### config.mk
export PLATFORM = sky130hd
export DESIGN_NAME = instr_decode_stage
export DESIGN_NICKNAME = d
export VERILOG_FILES = /design/src/rtl/uaz_isa_pkg.sv /design/src/rtl/uaz_decode_logic.sv /design/src/rtl/instr_decode_stage.sv
export SDC_FILE = /design/constraint.sdc
export NUM_CORES = 1
export LEC_CHECK = 0
export CORE_UTILIZATION = 55
export DETAILED_ROUTE_END_ITERATION = 10
export DONT_BUFFER_PORTS = 1
export GPL_TIMING_DRIVEN = 1
export PLACE_DENSITY = 0.75
export SLEW_MARGIN = 20
export SYNTH_ARGS = -nofsm -noshare
export SYNTH_HDL_FRONTEND = slang
export SYNTH_SLANG_ARGS = --single-unit
### constraint.sdc
create_clock -name clk -period 1.4 [get_ports clk]
set_input_delay 0.28 -clock clk [delete_from_list [all_inputs] [get_ports clk]]
set_output_delay 0.28 -clock clk [all_outputs]
set_load 0.05 [all_outputs]
### src/rtl/uaz_isa_pkg.sv
// uaz_isa_pkg: shared ISA encodings for the decode stage.
// Revision: 1.0
`default_nettype none

package uaz_isa_pkg;

  localparam logic [2:0] OP_LOAD_IMM  = 3'b000;
  localparam logic [2:0] OP_LOAD_IND  = 3'b001;
  localparam logic [2:0] OP_STORE_IMM = 3'b010;
  localparam logic [2:0] OP_STORE_IND = 3'b011;
  localparam logic [2:0] OP_MOVE      = 3'b100;
  localparam logic [2:0] OP_MATH      = 3'b101;
  localparam logic [2:0] OP_JUMP      = 3'b110;
  localparam logic [2:0] OP_SYS       = 3'b111;

  // PREFIX is OP_SYS with every rx bit equal to this value, at any REG_AW.
  localparam logic PREFIX_RX_BIT = 1'b1;

  localparam logic [1:0] SEL_PC_SEQ  = 2'b00;
  localparam logic [1:0] SEL_PC_JMP  = 2'b01;
  localparam logic [1:0] SEL_PC_COND = 2'b10;

  typedef enum logic {
    ST_IDLE = 1'b0,
    ST_PFX  = 1'b1
  } dec_state_t;

endpackage

`default_nettype wire

### src/rtl/uaz_decode_logic.sv
// uaz_decode_logic: combinational field decode of one instruction word.
// Revision: 1.0
`default_nettype none

module uaz_decode_logic #(
  parameter  int REG_AW = 3,
  parameter  int N_W    = 8,
  localparam int IW     = 3 + 2 * REG_AW
) (
  input  logic [IW-1:0]     instr,
  input  logic              pfx_valid,
  input  logic [REG_AW-1:0] pfx_arg,
  output logic              move,
  output logic              write,
  output logic              math,
  output logic              sel_out,
  output logic [REG_AW-1:0] j,
  output logic [REG_AW-1:0] k,
  output logic [REG_AW-1:0] i,
  output logic [REG_AW-1:0] f,
  output logic [N_W-1:0]    n,
  output logic [1:0]        sel_pc,
  output logic              is_prefix,
  output logic              uses_prefix
);
  import uaz_isa_pkg::*;

  localparam logic [REG_AW-1:0] JMP_UNCOND_MAX = REG_AW'(1);

  logic [2:0]        opcode;
  logic [REG_AW-1:0] rx;
  logic [REG_AW-1:0] arg;
  logic [N_W-1:0]    imm;

  assign opcode = instr[2:0];
  assign rx     = instr[REG_AW+2:3];
  assign arg    = instr[IW-1:REG_AW+3];

  always_comb begin
    imm = '0;
    if (pfx_valid) imm[2*REG_AW-1:0] = {pfx_arg, arg};
    else           imm[REG_AW-1:0]   = arg;
  end

  assign uses_prefix = (opcode == OP_LOAD_IMM) || (opcode == OP_STORE_IMM);

  always_comb begin
    move      = 1'b0;
    write     = 1'b0;
    math      = 1'b0;
    sel_out   = 1'b0;
    j         = '0;
    k         = '0;
    i         = '0;
    f         = '0;
    n         = '0;
    sel_pc    = SEL_PC_SEQ;
    is_prefix = 1'b0;
    case (opcode)
      OP_LOAD_IMM:  begin k = rx; j = arg; n = imm; end
      OP_LOAD_IND:  begin k = rx; i = arg; sel_out = 1'b1; end
      OP_STORE_IMM: begin write = 1'b1; k = rx; j = arg; n = imm; end
      OP_STORE_IND: begin write = 1'b1; k = rx; i = arg; end
      OP_MOVE:      begin move = 1'b1; k = rx; i = arg; end
      OP_MATH:      begin math = 1'b1; k = rx; f = arg; end
      OP_JUMP: begin
        k      = rx;
        f      = arg;
        sel_pc = (arg <= JMP_UNCOND_MAX) ? SEL_PC_JMP : SEL_PC_COND;
      end
      default: is_prefix = (rx == {REG_AW{PREFIX_RX_BIT}});
    endcase
  end

endmodule

`default_nettype wire

### src/rtl/instr_decode_stage.sv
// instr_decode_stage: registered decode stage with prefix FSM and valid/ready handshake.
// Revision: 1.0
`default_nettype none

module instr_decode_stage #(
  parameter  int REG_AW = 3,
  parameter  int N_W    = 8,
  parameter  int CNT_W  = 16,
  localparam int IW     = 3 + 2 * REG_AW
) (
  input  logic              clk,
  input  logic              rst_n,
  input  logic [IW-1:0]     in_instr,
  input  logic              in_valid,
  output logic              in_ready,
  output logic              out_valid,
  input  logic              out_ready,
  input  logic              flush,
  output logic              move,
  output logic              write,
  output logic              math,
  output logic              sel_out,
  output logic [REG_AW-1:0] j,
  output logic [REG_AW-1:0] k,
  output logic [REG_AW-1:0] i,
  output logic [REG_AW-1:0] f,
  output logic [N_W-1:0]    n,
  output logic [1:0]        sel_pc,
  output logic              prefix_drop,
  output logic [CNT_W-1:0]  dec_count
);
  import uaz_isa_pkg::*;

  dec_state_t        state, state_next;
  logic [REG_AW-1:0] pfx_arg;
  logic              accept;

  logic              dec_move, dec_write, dec_math, dec_sel_out;
  logic [REG_AW-1:0] dec_j, dec_k, dec_i, dec_f;
  logic [N_W-1:0]    dec_n;
  logic [1:0]        dec_sel_pc;
  logic              dec_is_prefix, dec_uses_prefix;

  assign in_ready = !flush && (!out_valid || out_ready);
  assign accept   = in_valid && in_ready;

  uaz_decode_logic #(
    .REG_AW (REG_AW),
    .N_W    (N_W)
  ) u_decode (
    .instr       (in_instr),
    .pfx_valid   (state == ST_PFX),
    .pfx_arg     (pfx_arg),
    .move        (dec_move),
    .write       (dec_write),
    .math        (dec_math),
    .sel_out     (dec_sel_out),
    .j           (dec_j),
    .k           (dec_k),
    .i           (dec_i),
    .f           (dec_f),
    .n           (dec_n),
    .sel_pc      (dec_sel_pc),
    .is_prefix   (dec_is_prefix),
    .uses_prefix (dec_uses_prefix)
  );

  always_ff @(posedge clk or negedge rst_n) begin
    if (!rst_n) state <= ST_IDLE;
    else        state <= state_next;
  end

  always_comb begin
    state_next = state;
    if (flush)       state_next = ST_IDLE;
    else if (accept) state_next = dec_is_prefix ? ST_PFX : ST_IDLE;
  end

  always_ff @(posedge clk or negedge rst_n) begin
    if (!rst_n) begin
      out_valid   <= 1'b0;
      move        <= 1'b0;
      write       <= 1'b0;
      math        <= 1'b0;
      sel_out     <= 1'b0;
      j           <= '0;
      k           <= '0;
      i           <= '0;
      f           <= '0;
      n           <= '0;
      sel_pc      <= SEL_PC_SEQ;
      prefix_drop <= 1'b0;
      dec_count   <= '0;
      pfx_arg     <= '0;
    end else begin
      prefix_drop <= 1'b0;
      // A transfer that coincides with flush is discarded, not counted.
      if (out_valid && out_ready && !flush) dec_count <= dec_count + 1'b1;
      if (flush) begin
        out_valid <= 1'b0;
      end else if (accept) begin
        if (dec_is_prefix) begin
          out_valid   <= 1'b0;
          pfx_arg     <= in_instr[IW-1:REG_AW+3];
          prefix_drop <= (state == ST_PFX);
        end else begin
          out_valid   <= 1'b1;
          move        <= dec_move;
          write       <= dec_write;
          math        <= dec_math;
          sel_out     <= dec_sel_out;
          j           <= dec_j;
          k           <= dec_k;
          i           <= dec_i;
          f           <= dec_f;
          n           <= dec_n;
          sel_pc      <= dec_sel_pc;
          prefix_drop <= (state == ST_PFX) && !dec_uses_prefix;
        end
      end else if (out_ready) begin
        out_valid <= 1'b0;
      end
    end
  end

endmodule

`default_nettype wire

# Word level (Yosys, flattened, before mapping)
# Index checks and enable logic that the tools add are counted.
[classes]
n_addsub = 1
n_mul = 0
div = 0
n_lt_le_gt_ge = 1
eq_ne = 7
shifts = 0
mux = 23
bitwise = 2
n_reduce_logical = 20
[op_table]
columns = ["op", "n"]
rows = [
  ["$add A16 B1 Y16 const B", 1],
  ["$mux W1", 15],
  ["$mux W3", 5],
  ["$eq A3 B3 Y1 const B", 4],
  ["$reduce_or A7 Y1", 1],
  ["$eq A3 B2 Y1 const B", 2],
  ["$mux W6", 1],
  ["$reduce_and A3 Y1", 2],
  ["$reduce_or A2 Y1", 3],
  ["$logic_and A1 B1 Y1", 5],
  ["$mux W2", 2],
  ["$eq A3 B1 Y1 const B", 1],
  ["$le A3 B1 Y1 const B", 1],
  ["$logic_not A1 Y1", 3],
  ["$logic_not A3 Y1", 1],
  ["$reduce_bool A3 Y1", 1],
  ["$reduce_or A3 Y1", 1],
  ["$logic_or A1 B1 Y1", 2],
  ["$not A1 Y1", 2],
  ["$reduce_bool A2 Y1", 1],
]
[word_totals]
reg_bits = 48
latchBits = 0
mem_bits_rw = 0
mem_bits_ro = 0
input_bits = 14
out_inout_bits = 45
elab_cells = 69
memories = 0

# Longest topological paths before layout
# Gate-level depths: netlist of the first run.
[logic_depth]
word_depth = 7
depth_mapped = 6
depth_no_buf = 5

# By module
# From an unflattened synthesis of the first run, not the netlist that was laid out.
[hier_totals]
hier_cells = 172
hier_area_um2 = 2265.9
[modules_own_cells]
columns = ["mod", "instances", "cells_each", "area_per_inst_um2", "seq_area_each_um2"]
rows = [
  ["instr_decode_stage", 1, 134, 2029.4, 1201.2],
  ["uaz_decode_logic", 1, 38, 236.5, 0.0],
]

# Least setup slack after synthesis of the first run
# No wires, ideal clock.
[synth_timing]
path_type = "register -> register"
start = "register dec_count[0]"
end = "register dec_count[12]"
setup_time_ns = 0.082
t_arrival_ns = 1.661
required_time_ns = 1.318
path_slack_ns = -0.342
stages_incl_launch_ff = 6
n_path_buf = 0
period_less_slack_ns = 1.742
path_cell_list = "dfrtp_1 ha_1 nand4b_1 or2_1 nor3_2 xor2_1"
[synth_between]
elab_chain_len = 1
[synth_lines]
columns = ["element", "line", "source"]
rows = [
  ["from (decl)", "instr_decode_stage.sv:30", "output logic [CNT_W-1:0] dec_count"],
  ["from (signal assigned)", "instr_decode_stage.sv:98", "if (out_valid && out_ready && !flush) dec_count <= dec_count + 1'b1;"],
  ["$add A16 B1 Y16", "instr_decode_stage.sv:98", ""],
]
# Every way passes these cells.
# A chain may end at the register's enable or synchronous reset.

# Worst setup path after layout of the first run
[layout_timing]
start = "register out_valid"
end = "output in_ready"
[layout_between]
elab_chain_len = 3
[layout_lines]
columns = ["element", "line", "source"]
rows = [
  ["from (decl)", "instr_decode_stage.sv:16", "output logic out_valid,"],
  ["from (signal assigned)", "instr_decode_stage.sv:81", "out_valid <= 1'b0;"],
  ["from (signal assigned)", "instr_decode_stage.sv:100", "out_valid <= 1'b0;"],
  ["from (signal assigned)", "instr_decode_stage.sv:103", "out_valid <= 1'b0;"],
  ["$logic_not A1 Y1", "instr_decode_stage.sv:44", "assign in_ready = !flush && (!out_valid || out_ready);"],
  ["$logic_or A1 B1 Y1", "instr_decode_stage.sv:44", ""],
  ["$logic_and A1 B1 Y1", "instr_decode_stage.sv:44", ""],
  ["to (decl)", "instr_decode_stage.sv:15", "output logic in_ready,"],
]
# Every way passes these cells.

==> metrics.md, run 1 <==
| Metric | Value |
|---|---|
| Achievable Freq | between 0.6 and 0.7 GHz |
| P&R area growth vs syn | 23.82% |
| Io pins | 59 |
| Yosys cell types | 35 |
| Arrival time worst endpoint | 1.16 ns |
| Inserted Diodes | 0 |
| Kind of critical path | reg2out |
| Min-delay src | flush |
| Synth Instances | around 180 |
| Pre-CTS WS | 0.04712 ns |
| Failing checks | negative setup slack |
| CTS tree | done |
| Most common cell in the netlist | dfrtp_1 |
| Top post-synthesis cells by count | 43 x dfrtp_1, 18 x nand2_1, 10 x xnor2_1 |
| Post-synth top area share | 54.19% |
| Cell area after layout | around 0.0025 mm^2 |
| First-pass GRT wire length | 6216 um |
| Routability congestion estimate | 0.8041 |
| Worst R2R End | sel_pc[0] |
| Final #Nets | 225 |
| Power per cell area | 1216 mW/mm^2 |
| Sw frac | 38.50% |
| Setup ws final | -0.03904 ns |
| Sequential share of power | 55.2% |
| # setup viols final | 8 |
| Initial antenna violation count | 0 |
| Dpl hpwl | between 3000 and 4000 um |
| Total placed cells including tap cells | 239 |
| RSZ-0062 raised after global routing | true |
| #FFs+latches synth | 43 |
| Vias per cell | 5.572 |
| Worst flop-to-flop path startpoint | out_valid |
| Worst Tran Pin Value | 0.5036 ns |
| DRT Wirelength | 4139 um |
| Peak fanout along the critical path | 3 |
| Hold crit path type | in2reg |
| Grt total ovfl | 0 |
| Fin util | 72.54% |
| Die X | 62.09 um |
| Ys Warns | 0 |
| Final critical-path required period | 1.439 ns |
| Cell-internal power | about 0.0018 W |
| Hold endpoint | out_valid |
| Total track usage | 23.01% |
| DRT Pass-1 Iters | 4 |
| Sw power | 0.001151 W |
| Clock skew | 0.009545 ns |
| Rel. slew slack | 66.43% |
| Initial Utilization | 58.58% |
| Vias | 1432 |
| Maxcap violations | 0 |
| Clk_lat worst skew | 0.35 ns |
| Critical path's slowest cell | dfrtp_2 |
| Clk pwr share | 19.3% |
| EDFF count, synth | 0 |
| Crit path required time | around 1.1 ns |
| Vias in the first global route | 1351 |
| R2R Setup Slk | -0.01 ns |
| Clock slew at reported path FFs | 0.11 ns |
| Final ANT Viol Nets | 0 |
| Post-Layout Cell Count | about 260 |
| Max incr delay on CP | approximately 0.44 ns |
| Core area | roughly 0.0034 mm^2 |
| Crit-path cells | nand2b_4, and2_4, buf_12 |
| Clock Sink Count | 43 |
| Final max-slew violation count | 0 |
| Final Cycle Share | 102.8% |
| CP Launch Type | register |
| Chip height | 62.09 um |
| H-tree depth | 2 |
| Async set-reset flop share out of synthesis | 100.0% |
| Static leakage | 1.206 nW |
| Row count | 21 |
| Largest net degree at the start of global routing | 44 |
| R2R cell count | 6 |
| Worst Hold Depth | 1 |
| Cell Area, Synth | about 0.0020 mm^2 |
| Maximum clock path buffer count | 2 |
| Placed Instance Area | 0.002282 mm^2 |
| Final Hold Vio Count | 0 |
| Run status | complete, but fails checks |
| Area leader, netlist | dfrtp_1 |
| Routed len/inst | around 16 um |
| Logic gate share of total power | 25.4% |
| Syn avg cell area | 11.28 um^2 |
| Layout cells sized above 1 | between 30% and 40% |
| Maximum vdd drop | 1.150 mV |
| Clk root buf | clkbuf_4 |
| Area contributors post-synth | dfrtp_1 54%, xnor2_1 4.4%, nand2_1 3.4% |
| TritonCTS Buffers | 5 |
| CP endpoint kind | primary output |
| Sequential cell area fraction in the yosys report | 54.19% |
| Top_reg_cell synth | dfrtp_1 |
| Worst Hold Slack | roughly 0.032 ns |
| Drt initial violations | 92 |
| Full die area | 0.003855 mm^2 |
| IO buf count | 0 |
| DRC violations left | 0 |
## power groups by stage
stage	Clock, W	Sequential, W	Combinational [W]
finish	0.000578	0.00165	0.000761
CTS	0.000585	0.00165	0.000754
detailed placement	0	0.00168	0.000704
floorplan	0	0.00191	0.000282
global route	0.000641	0.00167	0.000810
global placement	0	0.00167	0.000681
## timing repair
action / CTS / global route
hold buffers: 2 / 0
pin swaps: 0 / 1
endpoints found under the hold margin: 43 / 0
gates cloned: 0 / 0
buffers inserted: 3 / 5
endpoints found under the setup margin: 1 / 15
gates resized for setup: 2 / 8
## through the flow
| stage | total power, W | setup TNS, ns |
|---|---|---|
| 6_report | 0.002990 | -0.09882 |
| 5_1_grt | 0.003125 | -0.6129 |
| 4_1_cts | 0.002991 | -0.07033 |
| 3_5_place_dp | 0.002383 | 0 |
| 3_3_place_gp | 0.002352 | 0 |
| 2_1_floorplan | 0.002191 | -0.4038 |
## final cells by class
type	instances	area, um^2
fillers	240	930.9
clock inverters	1	5.005
inverters	9	33.78
repair buffers	34	327.8
multi-input cells	117	902.1
well taps	46	57.56
clock buffers	7	45.04
flip-flops and latches	43	1087
## worst max path at each step
stage	start	to	slack, ns	cells past startpoint
6_report	out_valid	in_ready	-0.04	3
5_1_grt	out_valid	in_ready	-0.08	3
4_1_cts	out_valid	in_ready	-0.05	3
3_5_place_dp	out_valid	sel_pc[0]	0.05	5
3_3_place_gp	dec_count[1]	dec_count[13]	0.09	5
2_1_floorplan	dec_count[0]	dec_count[12]	-0.09	5
## sequential cells by signal, indices dropped and copies added (netlist names)
name	flops
write	1
math	1
prefix_drop	1
i	3
state	1
sel_pc	2
sel_out	1
j	2
move	1
pfx_arg	3
f	3
k	3
out_valid	1
dec_count	16
n	4
## critical path, delay by kind of cell (launching register included)
kind,cells,cell delay [ns]
buffers and inverters,1,0.13
DFF,1,0.44
and+or+nand+nor,2,0.24
## cells by family after synthesis
logic type	synth area share (%)
adders and majority gates	0.6300
muxes	8.885
buffers and inverters	4.663
xor gates and xnor gates	7.057
AOI/OAI and AO/OA	4.978
other	0.1889
and+or+nand+nor	19.41
DFF	54.19
## layer usage
layer	up-vias	track usage, %	part of all wire [%]
li1	665	-	-
met1	714	28.26	41
met2	46	36.93	50
met3	7	7.039	7.6
met4	0	11.11	1.6
met5	-	0	0
## cell usage in the layout (no fill, tap or decap), types with 5 or more instances in the layout
cell / count
dfrtp_1: 34
buf_4: 26
nand2_1: 16
xnor2_1: 10
inv_1: 9
dfrtp_2: 9
a21o_1: 7
and3_1: 7
nor2_1: 6
nor3_1: 6
mux2i_1: 6
xor2_1: 6
nand3_1: 5
mux2_2: 5
clkbuf_4: 5
buf_12: 5
(Power assumes the default switching activity.)
==> run 2, diff against run 1 <==
--- a/config.mk
+++ b/config.mk
@@ -5,11 +5,11 @@
 export SDC_FILE = /design/constraint.sdc
 export NUM_CORES = 1
 export LEC_CHECK = 0
-export CORE_UTILIZATION = 55
+export CORE_MARGIN = 1
+export CORE_UTILIZATION = 42
 export DETAILED_ROUTE_END_ITERATION = 10
-export DONT_BUFFER_PORTS = 1
 export GPL_TIMING_DRIVEN = 1
-export PLACE_DENSITY = 0.75
+export PLACE_DENSITY = 0.77
 export SLEW_MARGIN = 20
 export SYNTH_ARGS = -nofsm -noshare
 export SYNTH_HDL_FRONTEND = slang
==> run 2 against run 1 <==
Clock power up 49%. The run ends with design-rule violations, negative setup slack left. Core utilization up 5.4 points. Worst setup slack worse by 0.010 ns. Flip-flop and latch count unchanged. Clock-buffer cell count up 1. Clock skew down 0.0043 ns. Register-to-register slack better by 0.02 ns. Cell area up 41%. Combinational power up 100%. Sequential power down 8%. Wire length up 24%.
==> metrics.md, run 2 (synthesis gave the netlist of run 1 again) <==
| Metric | Value |
|---|---|
| Run status | complete, but fails checks |
| Failing checks | design-rule violations, negative setup slack |
| Static leakage | 1.665 nW (+38%) |
| CP endpoint kind | primary output |
| Setup ws final | -0.04948 ns (-0.01044 ns) |
| Clock slew at reported path FFs | 0.07 ns (-0.04 ns) |
| Dpl hpwl | 3453 um (+13%) |
| CP top delay family | flip-flops |
| Full die area | 0.005007 mm^2 (+30%) |
| Final ANT Viol Nets | 0 (unchanged) |
| Vias | 1629 (+14%) |
| Maximum vdd drop | 1.430 mV (+24%) |
| Commonest non-fill, non-tap cell in the layout | buf_12 |
| Sw frac | 34.37% (-4.1 points) |
| Fillers | 246 (+2.5%) |
| Drt initial violations | 134 (+46%) |
| P&R area growth vs syn | 74.48% |
| Final Hold Vio Count | 0 (unchanged) |
| Total track usage | 21.42% (-1.6 points) |
| Clk_lat worst skew | 0.30 ns (-0.05 ns) |
| Sequential share of power | 38.4% (-17 points) |
| Grt total ovfl | 0 (unchanged) |
| RSZ-0062 raised after global routing | true |
| Largest net degree at the start of global routing | 31 (-30%) |
| Critical path's slowest cell | dfrtp_2 |
| Clock Sink Count | 43 (unchanged) |
| DRT Pass-1 Iters | 7 (+3) |
| Hold crit path type | in2reg |
| # setup viols final | 4 (-4) |
| Vias per cell | 5.204 (-6.6%) |
| Initial antenna violation count | 0 (unchanged) |
| Io pins | 59 (unchanged) |
| Most flop-heavy register | dec_count |
| Crit path required time | 1.12 ns (about the same) |
| Fin util | 77.96% (+5.4 points) |
| DRT Wirelength | 5148 um (+24%) |
| Clock skew | 0.005232 ns (-0.004313 ns) |
| Die X | 70.76 um (+14%) |
| Vias in the first global route | 1684 (+25%) |
| Cell-internal power | 0.002571 W (+40%) |
| First-pass GRT wire length | 8245 um (+33%) |
| Achievable Freq | 0.6899 GHz (-0.72%) |
| Core area | 0.004444 mm^2 (+31%) |
| Initial Utilization | 44.68% (-14 points) |
| Chip height | 70.76 um (+14%) |
| Maximum clock path buffer count | 2 (unchanged) |
| Kind of critical path | reg2out |
| H-tree depth | 2 (unchanged) |
| CP Launch Type | register |
| Arrival time worst endpoint | 1.17 ns (about the same) |
| IO buf count | 56 (+56) |
| Logic gate share of total power | 39.5% (+14 points) |
| Routability congestion estimate | 0.8264 (+2.8%) |
| Peak fanout along the critical path | 2 (-1) |
| Top Registers | dec_count x16, n x4 |
| Routed len/inst | 16.45 um (+2.1%) |
| Final critical-path required period | 1.449 ns (+0.01044 ns) |
| Sw power | 0.001346 W (+17%) |
| Clk pwr share | 22.0% (+2.7 points) |
| Most frequent cells in the layout | 45 x buf_12, 34 x dfrtp_1, 22 x buf_4, 15 x nand2_1 |
| Power per cell area | 1131 mW/mm^2 (-7.0%) |
| TNS Setup | -0.1059 ns (-0.007103 ns) |
| TritonCTS Buffers | 5 (unchanged) |
| Inserted Diodes | 0 (unchanged) |
| CTS tree | done |
| Max incr delay on CP | 0.43 ns (about the same) |
| Max FFs per register | 16 (unchanged) |
| DRC violations left | 4 (+4) |
| Row count | 24 (+14%) |
| Layout cells sized above 1 | 45.21% (+9.2 points) |
| Final Cycle Share | 103.5% (+0.75 points) |
| Clk root buf | clkbuf_8 |
| Final #Nets | 275 (+22%) |
| Final max-slew violation count | 0 (unchanged) |
| Crit-path cells | nand2b_4, buf_6, and2_4, buf_12 |
| Critical path buffers and inverters | 2 (+1) |
| Maxcap violations | 0 (unchanged) |
-- run 2: cell types whose count changed in the layout (fill, tap and decap cells not counted), sizes merged --
cell,previous run,this run
buf,33,71
clkdlybuf4s50,0,4
dlygate4sd2,0,4
dlymetal6s2s,0,4
clkbuf,7,8
clkinv,1,0
-- run 2: final timing paths --
path	startpoint	endpoint	slack (ns)	cells after the start
min reg2reg	pfx_arg[0]	pfx_arg[0]	0.50	1
min	in_instr[5]	k[2]	0.31	2
min in group asynchronous	rst_n	dec_count[0]	0.42	2
max in group asynchronous	rst_n	dec_count[4]	0.51	3
max reg2reg	out_valid	dec_count[12]	0.01	5
max	out_valid	in_ready	-0.05	4
-- run 2: metrics by stage --
| stage | total power [W] | std cells | instance area (um^2) | setup slack (ns) | hold WS [ns] |
|---|---|---|---|---|---|
| after floorplan | 0.002191 | 177 | 2056 | -0.08778 | -0.01559 |
| after global placement | 0.002984 | 298 | 3216 | -0.3340 | 0.1967 |
| after detailed placement | 0.003036 | 298 | 3216 | -0.3710 | 0.2032 |
| after CTS | 0.003913 | 311 | 3391 | -0.05372 | 0.4182 |
| after global routing | 0.004072 | 313 | 3465 | -0.09024 | 0.3252 |
| final | 0.003917 | 313 | 3465 | -0.04948 | 0.3124 |
-- run 2: area by class of cell --
type	count	area, um^2	area share [%]
Timing Repair Buffer	84	1240	35.79
Sequential cell	43	1087	31.38
Inverter	9	33.78	0.9751
Tap cell	52	65.06	1.878
Clock buffer	8	100.1	2.889
Multi-Input combinational cell	117	938.4	27.09
-- run 2: power by group through the flow --
stage | Sequential [W] | Clock [W] | Combinational [W]
after floorplan | 0.00191 | 0 | 0.000282
after global placement | 0.00152 | 0 | 0.00147
after detailed placement | 0.00153 | 0 | 0.00151
after CTS | 0.00150 | 0.000871 | 0.00154
after global routing | 0.00152 | 0.000938 | 0.00162
final | 0.00151 | 0.000863 | 0.00155
-- run 2: worst register-to-register path, cell delays in order, from the launching register on --
cell and delay (ns):
dfrtp_2 0.39, buf_4 0.15, nand4b_1 0.17, or2_4 0.31, nor3_4 0.13, xor2_1 0.16
-- run 2: timing repair --
item,4_1_cts,5_1_grt
pin swaps,3,5
setup buffers,4,2
setup endpoints to repair,20,21
cloned,0,0
hold buffers,1,0
gates resized for setup,13,13
hold endpoints to repair,13,0
-- run 2: layer usage --
layer  global-route usage, %  up-vias  part of all wire [%]
li1                        -      756                     -
met1                   27.24      812                    41
met2                   35.90       48                    53
met3                   3.846       13                   3.4
met4                   9.556        0                   2.3
met5                       0        -                     0
==> run 3, diff against run 2 <==
--- a/config.mk
+++ b/config.mk
@@ -10,7 +10,7 @@
 export DETAILED_ROUTE_END_ITERATION = 10
 export GPL_TIMING_DRIVEN = 1
 export PLACE_DENSITY = 0.77
-export SLEW_MARGIN = 20
+export SLEW_MARGIN = 10
 export SYNTH_ARGS = -nofsm -noshare
 export SYNTH_HDL_FRONTEND = slang
 export SYNTH_SLANG_ARGS = --single-unit
==> results of run 3 <==
The final DEF is identical to that of run 2; final timing and power are the same.
==> RTL change: new RTL, config.mk and constraints of run 2 <==
Make the reset (`rst_n`) synchronous in 2 clocked blocks.
--- a/src/rtl/instr_decode_stage.sv
+++ b/src/rtl/instr_decode_stage.sv
@@ -65,7 +65,7 @@
     .uses_prefix (dec_uses_prefix)
   );
 
-  always_ff @(posedge clk or negedge rst_n) begin
+  always_ff @(posedge clk) begin
     if (!rst_n) state <= ST_IDLE;
     else        state <= state_next;
   end
@@ -76,7 +76,7 @@
     else if (accept) state_next = dec_is_prefix ? ST_PFX : ST_IDLE;
   end
 
-  always_ff @(posedge clk or negedge rst_n) begin
+  always_ff @(posedge clk) begin
     if (!rst_n) begin
       out_valid   <= 1'b0;
       move        <= 1'b0;
Behaviour: differs if rst_n is asserted again (counterexample within 4 cycles, from zero or initial values and one cycle with rst_n low); with rst_n held inactive, the same outputs for 10 cycles.
==> RTL change against run 2 <==
- largest cell class unchanged
- worst setup slack lost 0.11 ns
- critical endpoint unchanged
- synthesized cell count grew 28%
- final area is 7.4% higher
- final cell count up 20%
- wire length is 47% higher
- sequential cell count did not move
- core utilization up 5.7 points
- clock skew is 0.0066 ns higher
- the run still ends with design-rule violations, negative setup slack left
- synthesized area increased by 0.13%
Power is not compared: it rests on default switching activity, and its combinational part moved more than twofold at a synthesized area within 25%.
==> RTL change: results (changes against run 2) <==
* Status: complete, but fails checks
* Failing checks: design-rule violations, negative setup slack
* Setup-failing EPs final at 11 (+7)
* Post-synthesis adder-cell area fraction at 0.629% (-0.00079 points)
* Drt pass-1 iters at 10 (+3)
* Pre-CTS setup slack at -0.489 ns (-0.117 ns)
* Storage cell area at 898 sq um (-17%)
* Non-clk buf share at 40.3% (+4.5 points)
* Post-synthesis mux area share at 2.08% (-6.8 points)
* Multi-input comb cells at 161 (+38%)
* Final net count at 338 (+23%)
* Final worst slack at -0.156 ns (-0.107 ns)
* Fillers at 210 (-15%)
* GRT Util Overall at 29.5% (+8.1 points)
* Largest net degree at the start of global routing at 30 (-3.2%)
* Unique masters post-synth at 39 (+11%)
* Residual DRC at 2 (-2)
* Slowest CP cell: dfxtp_4
* Compound-Gate Fraction of Synth Area at 17.6% (+13 points)
* Top post-synthesis cells by count: 43 x dfxtp_1, 26 x o21ai_0, 25 x a21boi_0
* Vias in the first global route at 2173 (+29%)
* Post-CTS setup buffers at 9 (+5)
* PostCTS Resize Cnt at 24 (+11)
* First-pass GRT wire length at 11300 microns (+37%)
* DP HPWL at 4070 microns (+18%)
* Clk_skew at 0.0119 ns (+0.00663 ns)
* Clock network area share at 2.72% (-0.16 points)
* Placed inst area at 0.00335 sq mm (+4.0%)
* Sequential element share of the synthesized area at 43.3% (-11 points)
* Drt wl/cell at 20.1 microns (+22%)
* Buffers, non-clock at 107 (+27%)
* Synth Flop Type: dfxtp_1
* Ys async rst share at 0% (-100 points)
* Die Area at 0.00501 sq mm (+0.11%)
* Metal2 WL at 3760 microns (+38%)
* Area taken by multi-input logic gates at 0.00114 sq mm (+21%)
* Inverter count at 5 (-4)
* M1 WL at 2980 microns (+40%)
* TNS Setup at -0.590 ns (-0.484 ns)
* DRC marker count from the first detailed-route iteration at 309 (+130%)
-- RTL change: metal layers --
| layer | track usage (%) | up-vias |
|---|---|---|
| met2 | 50.2 | 159 |
| met5 | 0 | - |
| met4 | 13.1 | 0 |
| met3 | 4.70 | 32 |
| met1 | 36.9 | 1094 |
| li1 | - | 996 |
-- RTL change: worst paths after layout --
| check | start | to | slack (ns) | depth (start not counted) |
|---|---|---|---|---|
| max | out_valid$_SDFFE_PP0P_ | in_ready | -0.16 | 4 |
| min | in_instr[5] | k[2]$_SDFFE_PN0P_ | 0.44 | 4 |
| max reg2reg | dec_count[1]$_SDFFE_PN0P_ | dec_count[12]$_SDFFE_PN0P_ | -0.08 | 6 |
| min reg2reg | pfx_arg[1]$_SDFFE_PN0P_ | pfx_arg[1]$_SDFFE_PN0P_ | 0.48 | 2 |
-- RTL change: through the flow --
stage               std cells  utilization [%]
floorplan                 227                -
global placement          356             75.3
detailed placement        356             75.3
CTS                       375             82.1
global route              376             83.7
finish                    376             83.7
